===== src/rtl/cpu_pkg.sv =====
// ---------------------------------------------------------------------------
// cpu_pkg
//   Shared definitions for the instruction fetch stage: datapath width, the
//   NOP encoding used to blank IR, the fetch request FSM state type and the
//   prefetch FIFO entry layout.
// ---------------------------------------------------------------------------
package cpu_pkg;

  localparam int unsigned WORD_W = 32;
  localparam logic [WORD_W-1:0] NOP_INSTR = 32'h0000_0000;

  // Request FSM: IDLE = nothing outstanding, WAIT = request outstanding,
  // DROP = request outstanding whose response belongs to a squashed path.
  typedef enum logic [1:0] {
    ST_IDLE = 2'd0,
    ST_WAIT = 2'd1,
    ST_DROP = 2'd2
  } fetch_state_e;

  // One buffered instruction: its address plus one, and the word itself.
  typedef struct packed {
    logic [WORD_W-1:0] pc_m1;
    logic [WORD_W-1:0] instr;
  } fifo_entry_t;

endpackage


===== src/rtl/if_fetch_unit_if.sv =====
// ---------------------------------------------------------------------------
// if_fetch_unit_if
//   Instruction memory read channel (req/ack handshake, one outstanding
//   request).
//   master : fetch unit  -> drives IMEM_REQ / IMEM_ADDR, samples ACK / RDATA
//   slave  : memory      -> drives IMEM_ACK / IMEM_RDATA
// ---------------------------------------------------------------------------
interface if_fetch_unit_if;
  import cpu_pkg::*;

  logic              IMEM_REQ;
  logic [WORD_W-1:0] IMEM_ADDR;
  logic              IMEM_ACK;
  logic [WORD_W-1:0] IMEM_RDATA;

  modport master (
    output IMEM_REQ,
    output IMEM_ADDR,
    input  IMEM_ACK,
    input  IMEM_RDATA
  );

  modport slave (
    input  IMEM_REQ,
    input  IMEM_ADDR,
    output IMEM_ACK,
    output IMEM_RDATA
  );

endinterface


===== src/rtl/fetch_fifo.sv =====
// ---------------------------------------------------------------------------
// fetch_fifo
//   Prefetch buffer, DEPTH entries of fifo_entry_t (power-of-two DEPTH >= 2).
//   Ports:
//     clk, rst      clock, synchronous active-high reset
//     push, wdata   write one entry
//     pop, rdata    consume the head entry (rdata is the current head)
//     flush         discard everything; wins over push/pop
//     count         number of stored entries (0..DEPTH)
//     full, empty   status flags
//   Push and pop may coincide when full (pop frees the slot) or when empty
//   (the pop is ignored and the push lands).
// ---------------------------------------------------------------------------
module fetch_fifo
  import cpu_pkg::*;
#(
  parameter int unsigned DEPTH = 2
) (
  input  logic                   clk,
  input  logic                   rst,
  input  logic                   push,
  input  fifo_entry_t            wdata,
  input  logic                   pop,
  output fifo_entry_t            rdata,
  input  logic                   flush,
  output logic [$clog2(DEPTH):0] count,
  output logic                   full,
  output logic                   empty
);

  localparam int AW = $clog2(DEPTH);
  localparam int CW = AW + 1;

  fifo_entry_t   mem_q [DEPTH];
  logic [AW-1:0] rd_ptr_q, rd_ptr_d;
  logic [AW-1:0] wr_ptr_q, wr_ptr_d;
  logic [CW-1:0] count_q, count_d;
  logic          push_ok, pop_ok;

  assign full  = (count_q == CW'(DEPTH));
  assign empty = (count_q == '0);
  assign count = count_q;
  assign rdata = mem_q[rd_ptr_q];

  assign pop_ok  = pop && !empty;
  assign push_ok = push && (!full || pop_ok);

  // NOTE: every variable gets a default at the top of always_comb so no path
  // leaves it unassigned, which would otherwise infer a latch.
  always_comb begin
    rd_ptr_d = rd_ptr_q;
    wr_ptr_d = wr_ptr_q;
    count_d  = count_q;
    if (flush) begin
      rd_ptr_d = '0;
      wr_ptr_d = '0;
      count_d  = '0;
    end else begin
      // Pointers wrap for free because DEPTH is a power of two.
      if (pop_ok)  rd_ptr_d = rd_ptr_q + AW'(1);
      if (push_ok) wr_ptr_d = wr_ptr_q + AW'(1);
      count_d = count_q + CW'(push_ok) - CW'(pop_ok);
    end
  end

  // NOTE: sequential state uses non-blocking assignments so all flops sample
  // their inputs from the same pre-edge values.
  always_ff @(posedge clk) begin
    if (rst) begin
      rd_ptr_q <= '0;
      wr_ptr_q <= '0;
      count_q  <= '0;
    end else begin
      rd_ptr_q <= rd_ptr_d;
      wr_ptr_q <= wr_ptr_d;
      count_q  <= count_d;
    end
  end

  // NOTE: the storage array is deliberately not reset; count/pointers say
  // which entries are meaningful, and leaving it out keeps it a plain RAM.
  always_ff @(posedge clk) begin
    if (push_ok && !flush) mem_q[wr_ptr_q] <= wdata;
  end

endmodule


===== src/rtl/if_fetch_unit.sv =====
// ---------------------------------------------------------------------------
// if_fetch_unit
//   Instruction fetch stage with prefetch buffer. Owns the fetch PC, issues
//   word reads over a req/ack channel (one outstanding), buffers responses
//   and presents IR / PC_M1 / VALID to decode with stall and branch flush.
//   Ports:
//     CLOCK, RESET          clock, synchronous active-high reset
//     BR_TAKEN, BR_TARGET   one-cycle redirect to a new word address
//     STALL                 decode holds the current IR/PC_M1/VALID
//     imem (master)         IMEM_REQ/IMEM_ADDR out, IMEM_ACK/IMEM_RDATA in
//     IR, PC_M1, VALID      instruction, its address + 1, and its validity
// ---------------------------------------------------------------------------
module if_fetch_unit
  import cpu_pkg::*;
#(
  parameter int unsigned       DEPTH    = 2,
  parameter logic [WORD_W-1:0] RESET_PC = 32'h0000_0000
) (
  input  logic                  CLOCK,
  input  logic                  RESET,
  input  logic                  BR_TAKEN,
  input  logic [WORD_W-1:0]     BR_TARGET,
  input  logic                  STALL,
  if_fetch_unit_if.master       imem,
  output logic [WORD_W-1:0]     IR,
  output logic [WORD_W-1:0]     PC_M1,
  output logic                  VALID
);

  localparam int CW  = $clog2(DEPTH) + 1;
  localparam int CW1 = CW + 1;

  fetch_state_e      state_q, state_d;
  logic [WORD_W-1:0] addr_q, addr_d;     // address presented on IMEM_ADDR
  logic [WORD_W-1:0] tgt_q, tgt_d;       // redirect parked while in DROP
  logic [WORD_W-1:0] ir_q, ir_d;
  logic [WORD_W-1:0] pc_m1_q, pc_m1_d;
  logic              valid_q, valid_d;

  logic              fifo_push, fifo_pop, fifo_full, fifo_empty;
  logic [CW-1:0]     fifo_count;
  fifo_entry_t       resp_entry, head_entry;
  logic              resp_ok, out_free, bypass, space;
  logic [CW1-1:0]    cnt_after;

  // A response is usable only for a live request and not in a branch cycle.
  assign resp_ok   = (state_q == ST_WAIT) && imem.IMEM_ACK && !BR_TAKEN;
  assign out_free  = !valid_q || !STALL;
  assign bypass    = resp_ok && fifo_empty && out_free;
  assign fifo_pop  = out_free && !fifo_empty && !BR_TAKEN;
  assign fifo_push = resp_ok && !bypass;

  assign resp_entry = '{pc_m1: addr_q + 32'd1, instr: imem.IMEM_RDATA};

  fetch_fifo #(.DEPTH(DEPTH)) u_fifo (
    .clk   (CLOCK),
    .rst   (RESET),
    .push  (fifo_push),
    .wdata (resp_entry),
    .pop   (fifo_pop),
    .rdata (head_entry),
    .flush (BR_TAKEN),
    .count (fifo_count),
    .full  (fifo_full),
    .empty (fifo_empty)
  );

  // Occupancy after this edge's push/pop; a new request is only allowed if
  // its response is guaranteed a slot.
  always_comb begin
    cnt_after = {1'b0, fifo_count} + CW1'(fifo_push) - CW1'(fifo_pop);
    space     = (cnt_after < CW1'(DEPTH));
  end

  // Request FSM and fetch address.
  always_comb begin
    state_d = state_q;
    addr_d  = addr_q;
    tgt_d   = tgt_q;
    if (BR_TAKEN) begin
      if ((state_q != ST_IDLE) && !imem.IMEM_ACK) begin
        // Old request still in flight: keep IMEM_ADDR stable, park target.
        state_d = ST_DROP;
        tgt_d   = BR_TARGET;
      end else begin
        // Nothing outstanding after this edge; FIFO is flushed so a slot
        // is free and the target can be requested immediately.
        state_d = ST_WAIT;
        addr_d  = BR_TARGET;
      end
    end else begin
      case (state_q)
        ST_IDLE: if (space) state_d = ST_WAIT;
        ST_WAIT: begin
          if (imem.IMEM_ACK) begin
            addr_d  = addr_q + 32'd1;
            state_d = space ? ST_WAIT : ST_IDLE;
          end
        end
        ST_DROP: begin
          if (imem.IMEM_ACK) begin
            addr_d  = tgt_q;
            state_d = ST_IDLE;
          end
        end
        default: state_d = ST_IDLE;
      endcase
    end
  end

  // Output registers: branch blanks them, otherwise advance whenever decode
  // can take a new word, preferring the FIFO head to keep program order.
  always_comb begin
    ir_d    = ir_q;
    pc_m1_d = pc_m1_q;
    valid_d = valid_q;
    if (BR_TAKEN) begin
      ir_d    = NOP_INSTR;
      valid_d = 1'b0;
    end else if (out_free) begin
      if (!fifo_empty) begin
        ir_d    = head_entry.instr;
        pc_m1_d = head_entry.pc_m1;
        valid_d = 1'b1;
      end else if (bypass) begin
        ir_d    = resp_entry.instr;
        pc_m1_d = resp_entry.pc_m1;
        valid_d = 1'b1;
      end else begin
        ir_d    = NOP_INSTR;
        valid_d = 1'b0;
      end
    end
  end

  always_ff @(posedge CLOCK) begin
    if (RESET) begin
      state_q <= ST_IDLE;
      addr_q  <= RESET_PC;
      tgt_q   <= RESET_PC;
      ir_q    <= NOP_INSTR;
      pc_m1_q <= '0;
      valid_q <= 1'b0;
    end else begin
      state_q <= state_d;
      addr_q  <= addr_d;
      tgt_q   <= tgt_d;
      ir_q    <= ir_d;
      pc_m1_q <= pc_m1_d;
      valid_q <= valid_d;
    end
  end

  assign imem.IMEM_REQ  = (state_q != ST_IDLE);
  assign imem.IMEM_ADDR = addr_q;
  assign IR             = ir_q;
  assign PC_M1          = pc_m1_q;
  assign VALID          = valid_q;

  a_no_push_when_full: assert property (
    @(posedge CLOCK) disable iff (RESET) !(fifo_push && fifo_full));

endmodule


===== src/flat_wrapper.sv =====
// flat-port wrapper written by rule: the top's interface ports become plain ports
module if_fetch_unit_flat import cpu_pkg::*;
#(
  parameter int unsigned       DEPTH    = 2,
  parameter logic [WORD_W-1:0] RESET_PC = 32'h0000_0000
)
  (CLOCK, RESET, BR_TAKEN, BR_TARGET, STALL, IR, PC_M1, VALID, imem_IMEM_REQ, imem_IMEM_ADDR, imem_IMEM_ACK, imem_IMEM_RDATA);
  if_fetch_unit_if imem_i ();
  input  logic CLOCK;
  input  logic RESET;
  input  logic BR_TAKEN;
  input  logic [WORD_W-1:0] BR_TARGET;
  input  logic STALL;
  output logic [WORD_W-1:0] IR;
  output logic [WORD_W-1:0] PC_M1;
  output logic VALID;
  output wire logic [$bits(imem_i.IMEM_REQ)-1:0] imem_IMEM_REQ;
  output wire logic [$bits(imem_i.IMEM_ADDR)-1:0] imem_IMEM_ADDR;
  input wire logic [$bits(imem_i.IMEM_ACK)-1:0] imem_IMEM_ACK;
  input wire logic [$bits(imem_i.IMEM_RDATA)-1:0] imem_IMEM_RDATA;
  assign imem_IMEM_REQ = imem_i.IMEM_REQ;
  assign imem_IMEM_ADDR = imem_i.IMEM_ADDR;
  assign imem_i.IMEM_ACK = imem_IMEM_ACK;
  assign imem_i.IMEM_RDATA = imem_IMEM_RDATA;
  if_fetch_unit #(.DEPTH(DEPTH), .RESET_PC(RESET_PC)) u_core (.CLOCK(CLOCK), .RESET(RESET), .BR_TAKEN(BR_TAKEN), .BR_TARGET(BR_TARGET), .STALL(STALL), .imem(imem_i), .IR(IR), .PC_M1(PC_M1), .VALID(VALID));
endmodule

===== config.mk =====
export PLATFORM = sky130hd
export DESIGN_NAME = if_fetch_unit_flat
export DESIGN_NICKNAME = d
export VERILOG_FILES = /design/src/rtl/cpu_pkg.sv /design/src/rtl/if_fetch_unit_if.sv /design/src/rtl/fetch_fifo.sv /design/src/rtl/if_fetch_unit.sv /design/src/flat_wrapper.sv
export SDC_FILE = /design/constraint.sdc
export NUM_CORES = 1
export LEC_CHECK = 0
export ABC_AREA = 1
export CORE_MARGIN = 5
export CORE_UTILIZATION = 55
export CTS_CLUSTER_SIZE = 8
export DETAILED_ROUTE_END_ITERATION = 6
export HOLD_SLACK_MARGIN = 0.02
export PLACE_DENSITY = 0.78
export SYNTH_ARGS = -nofsm -noshare
export SYNTH_HDL_FRONTEND = slang
export SYNTH_SLANG_ARGS = --single-unit

===== constraint.sdc =====
create_clock -name CLOCK -period 12.4 [get_ports CLOCK]
set_input_delay 1.24 -clock CLOCK [delete_from_list [all_inputs] [get_ports CLOCK]]
set_output_delay 1.24 -clock CLOCK [all_outputs]
set_load 0.05 [all_outputs]

==> impl_metrics.toml, run 1 <==
[outcome]
outcome = "finished clean"

[sta]
max-slew-margin-rel_pct = 27.0
setup_viol = 0
final.setup.tns_ps = 0
fmax_ghz = 0.203
final_max_slew_viol_count = 0
finalHoldViolations = 0
tightest_slew_ps = 1090
fin_worst_skew_ps = 18.8
rsz0062_at_grt = "false"
period_share_pct = 39.8
fin_crit_ps = 4930
fin_hold_ws_ps = 446

[final_layout]
utilization_pct = 69.1
syn2layout_area_growth_pct = 24.5
stdcell_count = 1803
final_cell_mix = "298 x nand2_1, 198 x nor2_1, 166 x clkdlybuf4s50_1"
nFillCells = 1650
drive_gt1_share_pct = 6.41
register_area_mm2 = 0.00657
layout_commonest_cell = "nand2_1"
multi_input_area_mm2 = 0.00435
layout.nets = 1577
diodes = 0

[cts]
clock-root-buffer = "clkbuf_16"
cts_resized = 0
clkLatencyLatePin_ps = 510
cts_setup_buffers = 0
cts.clk_slew.worst_paths_ps = 50
cts_buffer_depth = 3
cts_buffers = 38
cts.sinks = 264
cts_tree = "done"
htreeDepth = 2
ctsHoldBuffers = 0

[place]
place_hpwl_mm = 19.4
finalWeightedCongestion = 0.919
port-buffer-count = 166
dp.cells = 1739

[power]
leakage_nw = 5.32
clkPwrFrac_pct = 41.8
power.share.switching_pct = 26.8
ir_drop_mv = 0.103
p_per_area_mw_per_mm2 = 154
seq_power_share_pct = 44.6
comb_power_share_pct = 13.6
p_switching_w = 0.000594
power.internal_w = 0.00162

[logic_synthesis]
avgSynthCellArea_um2 = 8.49
ys_ff_latch = 264
syn_nets = 1438
synth_top_family_by_area = "simple AND/OR/NAND/NOR gates"
muxShareOfSynthArea_pct = 0
synth-compound-area-share_pct = 15.2
yosys.area_share.simple_pct = 20.5
synth_xor_area_share_pct = 1.21
synth-seq-area-share_pct = 56.6
yosys_warnings = 0
yosysUniqueCellTypes = 34
synth.cell_area_mm2 = 0.0116
syn_inst = 1365
synth_fa_ha_area_share_pct = 0.497

[route]
drc = 0
ant_nets = 0
wl_per_cell_um = 16.9
num_vias = 9873
drt_iter0_drc = 920
via_per_inst = 5.48
wl_mm = 30.5
first_pass_iters = 5

[global_routing]
grt_use_total_pct = 24.5
grt_pass1_vias = 9214
gr-total-overflow = 0
grt_pass1_wl_mm = 47.9
antenna_found_initial = 0
grt_max_degree = 88

[die]
die_y_um = 155
ios = 167
core_area_mm2 = 0.0209
die_area_mm2 = 0.0241
dieWidth_um = 155
start_util_pct = 55.5
rows = 53

[critical_path]
cp.required_ps = 12830
crit_fanout = 69
arrival_ps = 5360
worst-setup-path-type = "input port to flop"
start_kind = "input port"
cp-end-kind = "flop"

[run]
drv_cap = 0

[min_path]
min_path_type = "flop to flop"
[flip-flops by register name (all words and copies together), names as in the netlist, named ones only]
register                count
u_core.u_fifo.count         2
u_core.IR                  32
u_core.imem.IMEM_ADDR      32
u_core.u_fifo.rd_ptr_q      1
u_core.PC_M1               32
u_core.VALID                1
u_core.u_fifo.mem_q       128
u_core.state_q              2
u_core.u_fifo.wr_ptr_q      1
u_core.tgt_q               32
[layout make-up]
type | count | share of cell area, %
clock buffer | 63 | 7.24
clock inverter | 1 | 0.113
inverter | 99 | 2.58
multi-input combinational | 925 | 30.2
sequential | 264 | 45.5
tap | 275 | 2.38
timing repair buffer | 176 | 12.0
[cell families after synthesis]
kind of cell / after synthesis
fa+ha+maj: 4
flops: 264
buf+inv: 176
compound gates: 324
simple gates: 581
xor+xnor: 16
[power by group through the flow]
stage	sequential (W)	clock [W]	combinational, W
after global routing	0.000993	0.000977	0.000325
after global placement	0.00100	0	0.000293
after CTS	0.000989	0.000939	0.000300
after detailed placement	0.00101	0	0.000298
final	0.000990	0.000926	0.000302
after floorplan	0.00106	0	0.000123
[path summary, 6_finish.rpt]
check	to	cells after the start	slack, ps	startpoint
max	u_core.state_q[0]	16	7470	BR_TAKEN
min	u_core.tgt_q[15]	2	450	u_core.tgt_q[15]
max reg2reg	u_core.state_q[0]	16	8260	u_core.u_fifo.count[1]
min reg2reg	u_core.tgt_q[15]	2	450	u_core.tgt_q[15]
[metal layers]
layer	track usage, %	vias to the layer above	share of wire [%]
li1	-	4836	-
met1	35.4	4553	43
met2	38.2	434	46
met3	4.56	50	8.8
met4	6.92	0	2.0
met5	0	-	0
[stage by stage]
| step | worst slack (ps) | cell area [um^2] | power (W) |
|---|---|---|---|
| after global placement | 7220 | 13400 | 0.00130 |
| after floorplan | 7140 | 11600 | 0.00119 |
| after global routing | 7200 | 14400 | 0.00229 |
| after detailed placement | 6980 | 13400 | 0.00130 |
| final | 7470 | 14400 | 0.00222 |
| after CTS | 7500 | 14400 | 0.00223 |
[worst max-delay path: stages]
cell             delay, ps
clkdlybuf4s50_1        600
inv_2                  830
nand2_2                170
nor2_4                 680
nand2_2                170
nand2_1                160
ha_1                   240
inv_1                   60
nand2_1                 50
fa_1                   480
o21ai_0                 80
nor2_1                 170
o22ai_1                 90
nand2_1                 90
nor2_1                  60
a211oi_1               150
[synthesized netlist by cell type]
cell type | number | area, um^2
a211oi_2 | 4 | 50.1
nand3_1 | 32 | 160
xor2_1 | 11 | 96.3
clkbuf_1 | 62 | 233
nand3b_1 | 5 | 37.5
o22ai_1 | 5 | 31.3
nor3_1 | 5 | 25.0
buf_4 | 3 | 22.5
a21oi_1 | 101 | 505
buf_6 | 2 | 22.5
nor3b_1 | 1 | 7.51
inv_1 | 90 | 338
dfxtp_1 | 136 | 2720
inv_2 | 8 | 30.0
a31oi_1 | 32 | 200
a211oi_1 | 14 | 105
or2_2 | 10 | 62.6
a221oi_1 | 5 | 43.8
and2_1 | 7 | 43.8
o211ai_1 | 2 | 15.0
buf_2 | 8 | 40.0
nor2_4 | 6 | 67.6
clkinv_2 | 1 | 5.00
buf_1 | 2 | 7.51
nand2_1 | 299 | 1120
xnor2_1 | 5 | 43.8
fa_1 | 1 | 20.0
nor2_1 | 202 | 758
nand2_2 | 7 | 43.8
ha_1 | 3 | 37.5
o21ai_0 | 136 | 681
edfxtp_1 | 128 | 3840
o21ai_1 | 25 | 125
nor2_2 | 7 | 43.8
Power figures use the tool's default switching activity.
==> inputs of run 2 (changes only) <==
--- a/config.mk
+++ b/config.mk
@@ -7,11 +7,11 @@
 export LEC_CHECK = 0
 export ABC_AREA = 1
 export CORE_MARGIN = 5
-export CORE_UTILIZATION = 55
+export CORE_UTILIZATION = 49
 export CTS_CLUSTER_SIZE = 8
 export DETAILED_ROUTE_END_ITERATION = 6
 export HOLD_SLACK_MARGIN = 0.02
-export PLACE_DENSITY = 0.78
+export PLACE_DENSITY = 0.73
 export SYNTH_ARGS = -nofsm -noshare
 export SYNTH_HDL_FRONTEND = slang
 export SYNTH_SLANG_ARGS = --single-unit
==> constraint.sdc (replaced) <==
create_clock -name CLOCK -period 4.4 [get_ports CLOCK]
set_input_delay 0.44 -clock CLOCK [delete_from_list [all_inputs] [get_ports CLOCK]]
set_output_delay 0.44 -clock CLOCK [all_outputs]
set_load 0.05 [all_outputs]
==> impl_metrics.toml, run 2 (same netlist as run 1, synthesis figures left out) <==
[final_layout]
stdcell_count = 1855
final_area_mm2 = 0.0146
nFillCells = 2028
largest_register_ffs = 128
multi_input_area_mm2 = 0.00435
layout.nets = 1584
register_area_mm2 = 0.00657
top_register = "u_core.u_fifo.mem_q"
utilization_pct = 62.4
drive_gt1_share_pct = 6.97
final_cell_mix = "298 x nand2_1, 198 x nor2_1, 166 x clkdlybuf4s50_1"
diodes = 0
layout_commonest_cell = "nand2_1"
syn2layout_area_growth_pct = 26.0

[power]
p_switching_w = 0.00168
power.share.switching_pct = 26.6
ir_drop_mv = 0.271
clkPwrFrac_pct = 42.2
comb_power_share_pct = 13.5
seq_power_share_pct = 44.3
leakage_nw = 5.38
power.internal_w = 0.00462
p_per_area_mw_per_mm2 = 432

[die]
core_area_mm2 = 0.0234
rows = 56
dieWidth_um = 164
start_util_pct = 49.5
ios = 167
die_y_um = 164
die_area_mm2 = 0.0268

[sta]
tightest_slew_ps = 766
final.setup.tns_ps = 0
fmax_ghz = 0.339
max-slew-margin-rel_pct = 49.0
worst_slack_ps = 1450
setup_viol = 0
fin_crit_ps = 2950
final_max_slew_viol_count = 0
rsz0062_at_grt = "false"
fin_worst_skew_ps = 10.3
finalHoldViolations = 0
period_share_pct = 67.0

[critical_path]
cp-end-kind = "flop"
crit_slowest_cell = "fa_1"
path_common_cell = "nand2_1"
worst-setup-path-type = "flop to flop"
start_kind = "flop"
crit_fanout = 36
ff2ff_path_depth = 16
arrival_ps = 3360
max_stage_delay_ps = 480
cp.required_ps = 4810
path_cells = "nor2_4 > buf_4 > inv_2 > nor2_4 > nand2_2 > nand2_1 > ha_1 > inv_1 > nand2_1 > fa_1 > o21ai_0 > nor2_1 > o22ai_1 > nand2_1 > nor2_1 > a211oi_1"
cpLargestDelayFamily = "simple AND/OR/NAND/NOR gates"
path_buf_inv = 3
cp_num_cells = 16

[cts]
cts_resized = 0
cts_buffer_depth = 3
cts_setup_buffers = 0
clkLatencyLatePin_ps = 510
clock-root-buffer = "clkbuf_16"
cts.clk_slew.worst_paths_ps = 50
cts_buffers = 38
htreeDepth = 2
cts.sinks = 264
cts_tree = "done"
ctsHoldBuffers = 0

[route]
ant_nets = 0
via_per_inst = 5.31
num_vias = 9851
wl_mm = 30.8
drt_iter0_drc = 874
first_pass_iters = 5
drc = 0
wl_per_cell_um = 16.6

[global_routing]
grt_max_degree = 68
grt_pass1_wl_mm = 49.3
gr-total-overflow = 0
grt_use_total_pct = 22.8
grt_pass1_vias = 9357
antenna_found_initial = 0

[place]
finalWeightedCongestion = 0.888
post-place-ws_ps = 1230
place_hpwl_mm = 19.8
place_area_mm2 = 0.0135
dp.cells = 1790
port-buffer-count = 166

[min_path]
min_path_type = "flop to flop"
holdPathStages = 2

[outcome]
outcome = "finished clean"

[run]
drv_cap = 0
==> run 2: through the flow <==
step	hold WS, ps	power (W)
after floorplan	425	0.00335
after global placement	433	0.00367
after detailed placement	441	0.00368
after CTS	448	0.00633
after global routing	467	0.00654
final	450	0.00630
==> run 2: layout make-up <==
cell class	count	area share, %
flip-flops and latches	264	45.0
multi-input cells	925	29.8
repair buffers	183	12.4
clock buffers	63	7.30
well taps	319	2.73
inverters	99	2.55
clock inverters	2	0.197
==> run 2: power groups by stage <==
stage / combinational, W / clock, W / sequential (W)
after detailed placement: 0.000845 / 0 / 0.00284
after floorplan: 0.000346 / 0 / 0.00300
after CTS: 0.000851 / 0.00269 / 0.00279
after global placement: 0.000834 / 0 / 0.00284
final: 0.000851 / 0.00266 / 0.00279
after global routing: 0.000922 / 0.00282 / 0.00280
==> run 2: worst register-to-register path: cells and delay by family (launching register included) <==
family | cells | cell delay (ps)
AO/OA/AOI/OAI | 3 | 360
adder cells (fa/ha/maj) | 2 | 710
buffers and inverters | 3 | 630
AND/OR/NAND/NOR | 8 | 760
flip-flops | 1 | 380
==> run 2: per-layer routing <==
metal  GRT usage (%)  share of wire (%)
met1            32.6                 44
met3            4.37                7.6
met5               0                  0
met4            6.48                2.1
met2            35.5                 46
==> run 2: final timing paths <==
kind / from / end / slack, ps
max: u_core.u_fifo.count[1] / u_core.state_q[0] / 1450
min: u_core.tgt_q[16] / u_core.tgt_q[16] / 450
max reg2reg: u_core.u_fifo.count[1] / u_core.state_q[0] / 1450
min reg2reg: u_core.tgt_q[16] / u_core.tgt_q[16] / 450
==> RTL edit 1, RTL diff (settings of run 2) <==
The 3 states of `fetch_state_e` get a one-hot encoding in 3 bits.
--- a/src/rtl/cpu_pkg.sv
+++ b/src/rtl/cpu_pkg.sv
@@ -11,10 +11,10 @@
 
   // Request FSM: IDLE = nothing outstanding, WAIT = request outstanding,
   // DROP = request outstanding whose response belongs to a squashed path.
-  typedef enum logic [1:0] {
-    ST_IDLE = 2'd0,
-    ST_WAIT = 2'd1,
-    ST_DROP = 2'd2
+  typedef enum logic [2:0] {
+    ST_IDLE = 3'b001,
+    ST_WAIT = 3'b010,
+    ST_DROP = 3'b100
   } fetch_state_e;
 
   // One buffered instruction: its address plus one, and the word itself.
Function: no difference found for any inputs over 4 cycles, from zero or initial values and one cycle with RESET high; so few cycles prove little.
==> RTL edit 1 against run 2 <==
Die area grew 0.74%. Largest power group unchanged. Global-route usage shrank 0.49 points. Total power shrank 2.1%. Highest routed layer unchanged. Combinational power shrank 16%. Via count shrank 0.57%. Cell area grew 0.42%. Routed wire length shrank 1.4%. Worst setup slack lost 410 ps. Area after synthesis grew 0.79%. Non-clock buffer count shrank 1. First-iteration DRC count grew 2.6%. Largest cell class unchanged. Sequential cell count grew 1. Core utilization grew 0.075 points.
==> RTL edit 1: results <==
{
  "status": "completed",
  "drt_iter0_drc": 897,
  "reg2regPathDepth": 15,
  "grt_max_degree": 72,
  "crit_fanout": 67,
  "place_hpwl_um": 19800,
  "numCtsBuffers": 39,
  "ys_seq_area_share_pct": 56.4,
  "drive_gt1_share_pct": 7.00,
  "synth_common_cells": "267 x nand2_1, 221 x nor2_1, 156 x o21ai_0, 137 x dfxtp_1, 128 x edfxtp_1",
  "met1_usage_pct": 31.9,
  "grt_pass1_vias": 9211,
  "die_x_um": 164,
  "met3_usage_pct": 3.62,
  "timing.rr.end": "u_core.state_q[0]",
  "via_count": 9795,
  "arrival_ps": 3690,
  "finClkSkew_ps": 19.0,
  "grt_util_all_layers_pct": 22.3,
  "grt_pass1_wl_um": 48300,
  "tightest_slew_ps": 1110,
  "r2r_slack_ps": 1050,
  "final_nets": 1590,
  "gp_congestion": 0.808,
  "vdd_drop_max_v": 0.000285,
  "routed_wl_um": 30300,
  "dp.cells": 1794
}
RTL edit 1: worst max-delay path, cell delays in order, from the launching register on:
cell      delay, ps
dfxtp_1         400
nor2_4          140
buf_4           590
nor2_1          150
nand2_1         140
inv_1            50
ha_1            250
or2_2           300
fa_1            480
o21ai_0          70
a21oi_1         170
o21ai_0         130
nand2_1         100
inv_1            70
nand2_1          60
o211ai_1         70
RTL edit 1: area by class of cell:
cell class              count  area (um2)
flip-flops and latches    265        6590
fillers                  1972        8810
clock inverters             3        40.0
clock buffers              64        1080
well taps                 319         399
repair buffers            182        1780
inverters                  94         359
multi-input cells         934        4420
RTL edit 1: power by group:
part / leakage (nW) / internal, mW / switching (mW)
registers: 2.29 / 2.68 / 0.0825
clock network: 0.530 / 1.67 / 1.03
logic: 2.60 / 0.246 / 0.468
total: 5.42 / 4.59 / 1.58
RTL edit 1: stage by stage:
| step | worst slack, ps | instance area [um2] | power, mW | hold slack (ps) | util (%) |
|---|---|---|---|---|---|
| after floorplan | 65.6 | 11700 | 3.24 | 425 | - |
| after global placement | 1090 | 13500 | 3.50 | 435 | 57.7 |
| after detailed placement | 1030 | 13500 | 3.52 | 443 | 57.7 |
| after CTS | 1020 | 14700 | 6.21 | 450 | 62.5 |
| after global routing | 700 | 14700 | 6.40 | 475 | 62.5 |
| final | 1050 | 14700 | 6.17 | 448 | 62.5 |
RTL edit 1: worst min-delay path by stage:
stage	startpoint	slack [ps]	depth (start not counted)	end
floorplan	u_core.tgt_q[26]	420	2	u_core.tgt_q[26]
global placement	u_core.tgt_q[20]	440	2	u_core.tgt_q[20]
detailed placement	u_core.tgt_q[21]	440	2	u_core.tgt_q[21]
CTS	u_core.tgt_q[22]	450	2	u_core.tgt_q[22]
global route	u_core.tgt_q[27]	480	2	u_core.tgt_q[27]
finish	u_core.tgt_q[24]	450	2	u_core.tgt_q[24]
RTL edit 1: metal layers:
metal,vias up,share of wire (%)
met1,4553,46
met2,317,46
li1,4888,-
met3,37,6.3
met4,0,1.8
met5,-,0
RTL edit 1: cell families (layout without fill, tap and decap cells):
family | after synthesis | after routing | share of synthesized area, %
compound gates | 342 | 342 | 15.5
xor+xnor | 14 | 14 | 1.05
fa+ha+maj | 5 | 5 | 0.600
buf+inv | 171 | 343 | 6.03
flops | 265 | 265 | 56.4
simple gates | 573 | 573 | 20.5
==> RTL edit 2, RTL diff (config.mk and constraints of run 2) <==
Made on the original files. Set the package constant `WORD_W` to 48 (it was 32).
--- a/src/rtl/cpu_pkg.sv
+++ b/src/rtl/cpu_pkg.sv
@@ -6,7 +6,7 @@
 // ---------------------------------------------------------------------------
 package cpu_pkg;
 
-  localparam int unsigned WORD_W = 32;
+  localparam int unsigned WORD_W = 48;
   localparam logic [WORD_W-1:0] NOP_INSTR = 32'h0000_0000;
 
   // Request FSM: IDLE = nothing outstanding, WAIT = request outstanding,
Ports: changed (5 resized); port bits go from 167 to 247. The function was not compared with the original's and may differ.
==> RTL edit 2 against run 2 <==
Clock skew rose by 11 ps. Total power rose by 48%. First-iteration DRC count rose by 41%. Global-route usage rose by 1.9 points. Core utilization fell by 1.1 points. Area after synthesis rose by 50%. Worst setup slack got worse by 260 ps. Routed wire length rose by 62%. Cell area rose by 48%. Sequential cell count rose by 128. Largest power group unchanged. Highest routed layer unchanged.
==> RTL edit 2: results <==
{
  "synth_common_cells": "501 x nand2_1, 200 x dfxtp_1, 192 x edfxtp_1, 147 x o21ai_0, 140 x a21oi_1",
  "tightest_slew_ps": 1060,
  "dp.cells": 2539,
  "routed_wl_um": 49800,
  "yosysUniqueCellTypes": 42,
  "gp_congestion": 0.924,
  "arrival_ps": 3650,
  "largest_reg_flops": 192,
  "hold_start": "STALL",
  "grt_max_degree": 97,
  "yosysTopAreaCellShare_pct": 33.2,
  "synth_nets": 2039,
  "instances_no_fill": 2631,
  "place_area_mm2": 0.0201,
  "critPathTopFamily": "simple AND/OR/NAND/NOR gates",
  "ys_seq_area_share_pct": 56.3,
  "drt_iter0_drc": 1230,
  "numCtsBuffers": 54,
  "grt_util_all_layers_pct": 24.6,
  "grt_pass1_vias": 14322,
  "finClkSkew_ps": 21.7,
  "io_buffers": 246,
  "grt_pass1_wl_um": 78300,
  "synth_edf_count": 192,
  "vdd_drop_max_v": 0.000303,
  "synth_cells": 1934,
  "status": "completed",
  "critPathSlowestCell": "nor2_4",
  "ys_warn_count": 0,
  "ys_top_cells_by_area": "edfxtp_1 33%, dfxtp_1 23%, nand2_1 11%",
  "min_path_type": "input pin to flop",
  "p_leak_nw": 7.88,
  "place_hpwl_um": 32200
}
-- RTL edit 2: cell types whose count changed after synthesis, sizes merged, moves of 12 or more --
cell    change
dfxtp      +64
o21ai      -12
inv        +36
or2        +63
nor2       -85
a21oi      +43
a31oi      +14
buf        +13
a32oi      +48
edfxtp     +64
nand4      +14
o211ai     +56
nand2     +208
clkbuf     +35
-- RTL edit 2: worst reg2reg max path: stages (launching register included) --
cell	delay [ps]
dfxtp_1	390
nor2_4	480
nand3_1	240
nand2_1	130
ha_1	230
or2_2	320
fa_1	400
xnor2_1	140
nand2_1	110
nand2_1	80
o21ai_0	150
nand2_1	120
a31oi_1	230
nor2_1	60
-- RTL edit 2: layout make-up --
class	instances	area (um2)
Clock inverter	3	56.3
Tap cell	461	577
Sequential cell	392	9770
Inverter	136	510
Fill cell	2948	13700
Clock buffer	89	1480
Timing Repair Buffer	269	2670
Multi-Input combinational cell	1281	6570
-- RTL edit 2: path summary, 6_finish.rpt --
path / to / slack, ps / cells after the start
worst max-delay path: u_core.state_q[0] / 1190 / 13
worst min-delay path: u_core.VALID / 290 / 3
worst max register to register: u_core.state_q[0] / 1190 / 13
worst min register to register: u_core.tgt_q[40] / 450 / 2
-- RTL edit 2: per-layer routing --
layer	GRT usage, %	wire, um	vias up
li1	-	-	6994
met2	39.1	23000	658
met5	0	0	-
met1	35.3	21400	6922
met4	7.45	1340	0
met3	3.66	4060	97
-- RTL edit 2: through the flow --
| stage | TNS, ps | setup WS [ps] | hold slack, ps | power (mW) |
|---|---|---|---|---|
| 2_1_floorplan | -6160 | -41.6 | 425 | 5.07 |
| 3_3_place_gp | 0 | 999 | 432 | 5.59 |
| 3_5_place_dp | 0 | 857 | 440 | 5.61 |
| 4_1_cts | 0 | 1200 | 249 | 9.40 |
| 5_1_grt | 0 | 970 | 295 | 9.68 |
| 6_report | 0 | 1190 | 291 | 9.34 |
-- RTL edit 2: logic make-up after synthesis --
| kind of cell | after synthesis | synth area share, % |
|---|---|---|
| XOR/XNOR | 30 | 1.73 |
| flip-flops | 392 | 56.3 |
| adder cells (fa/ha/maj) | 4 | 0.332 |
| AO/OA/AOI/OAI | 470 | 16.3 |
| buffers and inverters | 261 | 6.03 |
| AND/OR/NAND/NOR | 777 | 19.4 |
-- RTL edit 2: where the power goes --
part / internal (mW) / leakage, nW / total, mW / switching, mW
clock: 2.28 / 0.733 / 3.79 / 1.51
combinational: 0.447 / 3.76 / 1.37 / 0.926
sequential: 4.03 / 3.39 / 4.19 / 0.159
total: 6.75 / 7.88 / 9.34 / 2.59
